===== config.mk =====
export PLATFORM = sky130hd
export DESIGN_NAME = ped_xing_ctrl
export DESIGN_NICKNAME = d
export VERILOG_FILES = /design/src/rtl/ped_xing_ctrl.sv
export SDC_FILE = /design/constraint.sdc
export NUM_CORES = 1
export LEC_CHECK = 0
export BUFFER_PORTS_ARGS = -buffer_cell sky130_fd_sc_hd__buf_2
export CORE_MARGIN = 3
export CORE_UTILIZATION = 38
export CTS_CLUSTER_DIAMETER = 100
export CTS_CLUSTER_SIZE = 24
export DETAILED_ROUTE_END_ITERATION = 7
export HOLD_SLACK_MARGIN = 0.03
export PLACE_DENSITY = 0.6
export SYNTH_ARGS = -nofsm -noshare
export SYNTH_HDL_FRONTEND = slang
export SYNTH_SLANG_ARGS = --single-unit
export TNS_END_PERCENT = 10

===== constraint.sdc =====
create_clock -name clk -period 2.79 [get_ports clk]
set_clock_uncertainty 0.15 [all_clocks]
set_input_delay 0.558 -clock clk [delete_from_list [all_inputs] [get_ports clk]]
set_output_delay 0.558 -clock clk [all_outputs]
set_load 0.05 [all_outputs]

===== src/rtl/ped_xing_ctrl.sv =====
// ped_xing_ctrl: pedestrian-crossing controller with debounced request buttons, tick prescaler,
// programmable phase durations, all-red clearance, flashing walk and a BCD walk countdown.
// Ports:
//   clk, reset      system clock, synchronous active-high reset
//   button          raw asynchronous request buttons, active-high, OR-combined after debounce
//   led             traffic lamps {red,yellow,green}
//   walk/dont_walk  pedestrian lamps
//   req_pending     a crossing request is latched and not yet served
//   countdown       BCD {tens,units} ticks left in the crossing, count_valid marks it meaningful
//   state_dbg       encoded controller state
module ped_xing_ctrl #(
    parameter int N_BTN          = 2,
    parameter int TICK_DIV       = 4,
    parameter int DEB_CYC        = 3,
    parameter int T_YELLOW       = 2,
    parameter int T_CLEAR        = 1,
    parameter int T_WALK         = 5,
    parameter int T_FLASH        = 3,
    parameter int T_RELAX        = 6,
    parameter bit LATCH_IN_RELAX = 1'b1
) (
    input  logic             clk,
    input  logic             reset,
    input  logic [N_BTN-1:0] button,
    output logic [2:0]       led,
    output logic             walk,
    output logic             dont_walk,
    output logic             req_pending,
    output logic [7:0]       countdown,
    output logic             count_valid,
    output logic [2:0]       state_dbg
);
    typedef enum logic [2:0] {
        GREEN  = 3'd0,
        YELLOW = 3'd1,
        CLEAR  = 3'd2,
        WALK   = 3'd3,
        FLASH  = 3'd4,
        RELAX  = 3'd5
    } state_t;
    localparam int PW = $clog2(TICK_DIV);
    localparam int DW = $clog2(DEB_CYC + 1);
    localparam int TCW = 16;
    localparam logic [7:0] CD_INIT = {4'((T_WALK + T_FLASH) / 10), 4'((T_WALK + T_FLASH) % 10)};
    localparam logic FL_PAR = 1'(T_FLASH % 2);
    state_t           state_q, state_d;
    logic [N_BTN-1:0] sync1_q, sync2_q, lvl_q, lvl_d;
    logic [DW-1:0]    cnt_q [N_BTN];
    logic [DW-1:0]    cnt_d [N_BTN];
    logic             any_q;
    logic [PW-1:0]    pre_q, pre_d;
    logic [TCW-1:0]   tcnt_q, tcnt_d;
    logic [7:0]       cd_q, cd_d, cd_dec;
    logic             req_q, req_d;
    logic [2:0]       led_q, led_d;
    logic             walk_q, walk_d, dw_q, dw_d, cv_q, cv_d;
    logic             ev, accept, tick, done, entry, xing_d;

    function automatic logic [TCW-1:0] load(state_t s);
        return (s == YELLOW) ? TCW'(T_YELLOW - 1) :
               (s == CLEAR)  ? TCW'(T_CLEAR - 1)  :
               (s == WALK)   ? TCW'(T_WALK - 1)   :
               (s == FLASH)  ? TCW'(T_FLASH - 1)  :
               (s == RELAX)  ? TCW'(T_RELAX - 1)  : '0;
    endfunction

    // Debounce: count consecutive synchronised-high samples; level drops on the first low sample.
    always_comb begin
        lvl_d = '0;
        for (int i = 0; i < N_BTN; i++) begin
            cnt_d[i] = !sync2_q[i] ? '0 : (cnt_q[i] == DW'(DEB_CYC)) ? cnt_q[i] : cnt_q[i] + 1'b1;
            lvl_d[i] = sync2_q[i] && (cnt_q[i] >= DW'(DEB_CYC - 1));
        end
    end

    always_comb begin
        ev     = (|lvl_q) && !any_q;
        tick   = pre_q == PW'(TICK_DIV - 1);
        done   = tick && (tcnt_q == '0);
        state_d = state_q;
        case (state_q)
            GREEN:   if (req_q) state_d = YELLOW;
            YELLOW:  if (done) state_d = CLEAR;
            CLEAR:   if (done) state_d = WALK;
            WALK:    if (done) state_d = FLASH;
            FLASH:   if (done) state_d = RELAX;
            RELAX:   if (done) state_d = req_q ? YELLOW : GREEN;
            default: state_d = GREEN;
        endcase
        entry  = state_d != state_q;
        pre_d  = (entry || tick) ? '0 : pre_q + 1'b1;
        tcnt_d = entry ? load(state_d) : tick ? tcnt_q - 1'b1 : tcnt_q;
        accept = ev && ((state_q inside {GREEN, YELLOW, CLEAR}) || (state_q == RELAX && LATCH_IN_RELAX));
        // Entering WALK serves the request; an event in that same cycle is dropped with it.
        req_d  = (state_d == WALK && state_q != WALK) ? 1'b0 : (req_q || accept);
        xing_d = (state_d == WALK) || (state_d == FLASH);
        cd_dec = (cd_q[3:0] == 4'd0) ? {cd_q[7:4] - 4'd1, 4'd9} : {cd_q[7:4], cd_q[3:0] - 4'd1};
        cd_d   = !xing_d ? 8'h00 : (state_q != WALK && state_d == WALK) ? CD_INIT : tick ? cd_dec : cd_q;
        led_d  = (state_d == GREEN || state_d == RELAX) ? 3'b001 : (state_d == YELLOW) ? 3'b010 : 3'b100;
        // In FLASH the countdown parity tracks the tick index: walk is lit on the 1st, 3rd, ... tick.
        walk_d = (state_d == WALK) || (state_d == FLASH && cd_d[0] == FL_PAR);
        dw_d   = !xing_d;
        cv_d   = xing_d;
    end

    always_ff @(posedge clk) begin
        if (reset) begin
            sync1_q <= '0;
            sync2_q <= '0;
            lvl_q   <= '0;
            any_q   <= 1'b0;
            for (int i = 0; i < N_BTN; i++) cnt_q[i] <= '0;
            state_q <= GREEN;
            pre_q   <= '0;
            tcnt_q  <= '0;
            cd_q    <= 8'h00;
            req_q   <= 1'b0;
            led_q   <= 3'b001;
            walk_q  <= 1'b0;
            dw_q    <= 1'b1;
            cv_q    <= 1'b0;
        end else begin
            sync1_q <= button;
            sync2_q <= sync1_q;
            lvl_q   <= lvl_d;
            any_q   <= |lvl_q;
            cnt_q   <= cnt_d;
            state_q <= state_d;
            pre_q   <= pre_d;
            tcnt_q  <= tcnt_d;
            cd_q    <= cd_d;
            req_q   <= req_d;
            led_q   <= led_d;
            walk_q  <= walk_d;
            dw_q    <= dw_d;
            cv_q    <= cv_d;
        end
    end

    assign led         = led_q;
    assign walk        = walk_q;
    assign dont_walk   = dw_q;
    assign req_pending = req_q;
    assign countdown   = cd_q;
    assign count_valid = cv_q;
    assign state_dbg   = state_q;
endmodule


==> metrics <==
Root Driver clkbuf_8; chip height 81.9 um; Vias/cell 4.98; largest net degree at the start of global routing 20; routability cong. about 0.80; setup TNS 0 ns; crit path time final between 2 and 2.5 ns; Internal 1.06 mW; Critical R2R Launch pre_q[0]; Clock Path Buffers 2; total CTS buffers 5; nets@finish 277; crit path buf inv count 0; Placement Rows 26; area of the die 6700 sq um; CTS clock-pin slew for the worst setup and hold paths 0.09 ns; Synth area leader dfxtp_1; Core Util, Final 46.3%; PD cells 593 nW/um^2; Fillers ~530; detailed-route DRC error count 0; Mapped Area 2190 sq um; Worst Reg-to-Reg Cells 6; Clock Sinks 47; net load switching power 0.401 mW; #FFs+latches synth 47; H-tree levels 2; Synth cell types 51; Post-synth EDFFs 0; Synth Net Count 255; Vias 1672; GRT Total Usage between 10% and 20%; Critical Path AT 2.42 ns; Min-Delay Path Class reg2reg; RSZ-0062 raised after global routing false; vias in the first global route 1480; f_max around 420 MHz; Leakage 0.962 nW; Gate Count Post-Synth 243; IO buf count 21; Starting Density between 40% and 50%; DRT Pass-1 Iters 4; period utilization 84.7%; Sequential Power Share slightly below 50%; # setup viols final 0; switching share of power 27.4%; crit path launch pre_q[0]; CP Launch Type register; CP delay by family, top simple AND/OR/NAND/NOR gates; Crit. path cell count 6; number of top-level pins 22; clock latency on the worst-skew pair 0.30 ns; Initial DRC Count 199; outcome finished, final reports clean; WL/cell between 10 and 15 um; area occupied by multi-input gates 1160 sq um; FF/Latch Area 941 sq um; worst slew pin tran ~0.53 ns; Layout Area Growth over Synthesis 12.9%; CTS tree done; worst-path cell chain ha_1, nor3b_2, and3_1, a311o_1, a21oi_1, a311oi_1; Slew Limit Headroom between 60% and 70%; first-pass GRT wire length 6.85 mm; CP Capture Type register; predominant post-synthesis flop cell dfxtp_1; Hold Path Stages 1; CTS Hold Bufs 0; Async SR Flop Fraction 0%; total gr overflow 0; sequential share of the synthesized area 43.0%; Clk pwr share between 30% and 40%; total setup buffers inserted after CTS 0; maxcap violations 0; antenna-violating nets left 0; warning count from the yosys run 0; Yosys top cell area share 43.0%; WS Path Type reg2reg; leading cell types by total area after synthesis dfxtp_1, nor2_1, xor2_1; maximum fanout along the worst path 8; Core Area 5340 sq um; ratio of cells with drive above 1 in the final layout around 18%; min-delay src pre_q[0]; Hold Vio Cnt, Final 0; Horiz. Die Dim between 80 and 90 um; WL final 4.08 mm; Required @ worst endpoint 2.85 ns; slowest CP cell nor3b_2; fin. max-slew vios 0; hpwl dp 2.85 mm; PnR Total Power approximately 1.5 mW; Crit path largest cell delay between 0.4 and 0.5 ns; Max VDD drop roughly 0.00023 V; initial antenna violation count 0; Avg Cell Area, Syn about 9 sq um; combinational power share 15.5%; post_cts resized 0; ant diodes 0
-- per-stage QoR --
stage / hold WS, ns / setup slack (ns) / cells / instance area [sq um]
final: 0.284 / 0.426 / 336 / 2470
after global routing: 0.293 / 0.218 / 336 / 2470
after CTS: 0.288 / 0.408 / 336 / 2470
after detailed placement: 0.275 / 0.444 / 328 / 2350
after global placement: 0.265 / 0.490 / 328 / 2350
after floorplan: 0.254 / 0.585 / 243 / 2190
-- sequential cells by signal (all words and copies together), names as in the netlist --
| name | count |
|---|---|
| any_q | 1 |
| sync2_q | 2 |
| dont_walk | 1 |
| walk | 1 |
| cnt_q | 4 |
| count_valid | 1 |
| sync1_q | 2 |
| req_pending | 1 |
| tcnt_q | 16 |
| pre_q | 2 |
| countdown | 8 |
| state_dbg | 3 |
| led | 3 |
| lvl_q | 2 |
-- layout make-up --
type | count | share of cell area, %
Sequential cell | 47 | 38.1
Timing Repair Buffer | 23 | 4.87
Multi-Input combinational cell | 177 | 47.1
Clock buffer | 5 | 2.79
Clock inverter | 3 | 1.88
Tap cell | 70 | 3.55
Inverter | 11 | 1.67
-- logic make-up (layout without fill, tap and decap cells) --
kind of cell	Yosys count	in the layout	synth area share, %
simple gates	100	100	24.0
flops	47	47	43.0
compound gates	46	46	15.4
xor+xnor	22	22	8.81
buf+inv	19	42	3.78
fa+ha+maj	9	9	5.03
-- synth_stat cells (all sizes together), types with 2 or more instances --
library cell	instances
buf	4
and3	3
clkbuf	4
inv	11
o21ai	7
or3	2
nand3	5
a32oi	2
nor2b	4
and2b	2
or4	2
ha	8
o21a	2
a21oi	20
dfxtp	47
nor4	3
nor3b	3
nor3	12
xor2	13
nor2	42
a211oi	2
a21o	3
nand2	19
xnor2	9
-- metal layers --
layer	track usage [%]	up-vias	wire [um]
met4	5.48	0	72
li1	-	870	-
met5	0	-	0
met1	18.0	760	2080
met3	4.17	4	240
met2	19.4	38	1690
-- worst register-to-register path: stages, from the launching register on --
cell	delay [ns]
dfxtp_1	0.34
ha_1	0.32
nor3b_2	0.44
and3_1	0.34
a311o_1	0.31
a21oi_1	0.10
a311oi_1	0.28
-- cell usage in the layout (no fill, tap or decap), drive strengths merged, types with 3 or more instances in the layout --
cell type	n
nand3	5
nor3	12
nand2	19
clkbuf	5
and3	3
o21ai	7
buf	23
nor2	42
a21o	3
nor3b	3
xor2	13
nor2b	4
xnor2	9
dfxtp	47
ha	8
inv	12
a21oi	20
nor4	3
-- worst paths after layout --
| check | to | slack (ns) |
|---|---|---|
| min reg2reg | pre_q[0] | 0.28 |
| max | tcnt_q[2] | 0.43 |
| min | pre_q[0] | 0.28 |
| max reg2reg | tcnt_q[2] | 0.43 |
-- power groups by stage --
stage | clock network [mW] | registers (mW) | logic (mW)
after global placement | 0 | 0.743 | 0.225
after floorplan | 0 | 0.739 | 0.193
after detailed placement | 0 | 0.743 | 0.226
after CTS | 0.530 | 0.728 | 0.228
after global routing | 0.561 | 0.733 | 0.253
final | 0.510 | 0.728 | 0.227
No activity file was read; power rests on OpenSTA's default activity.
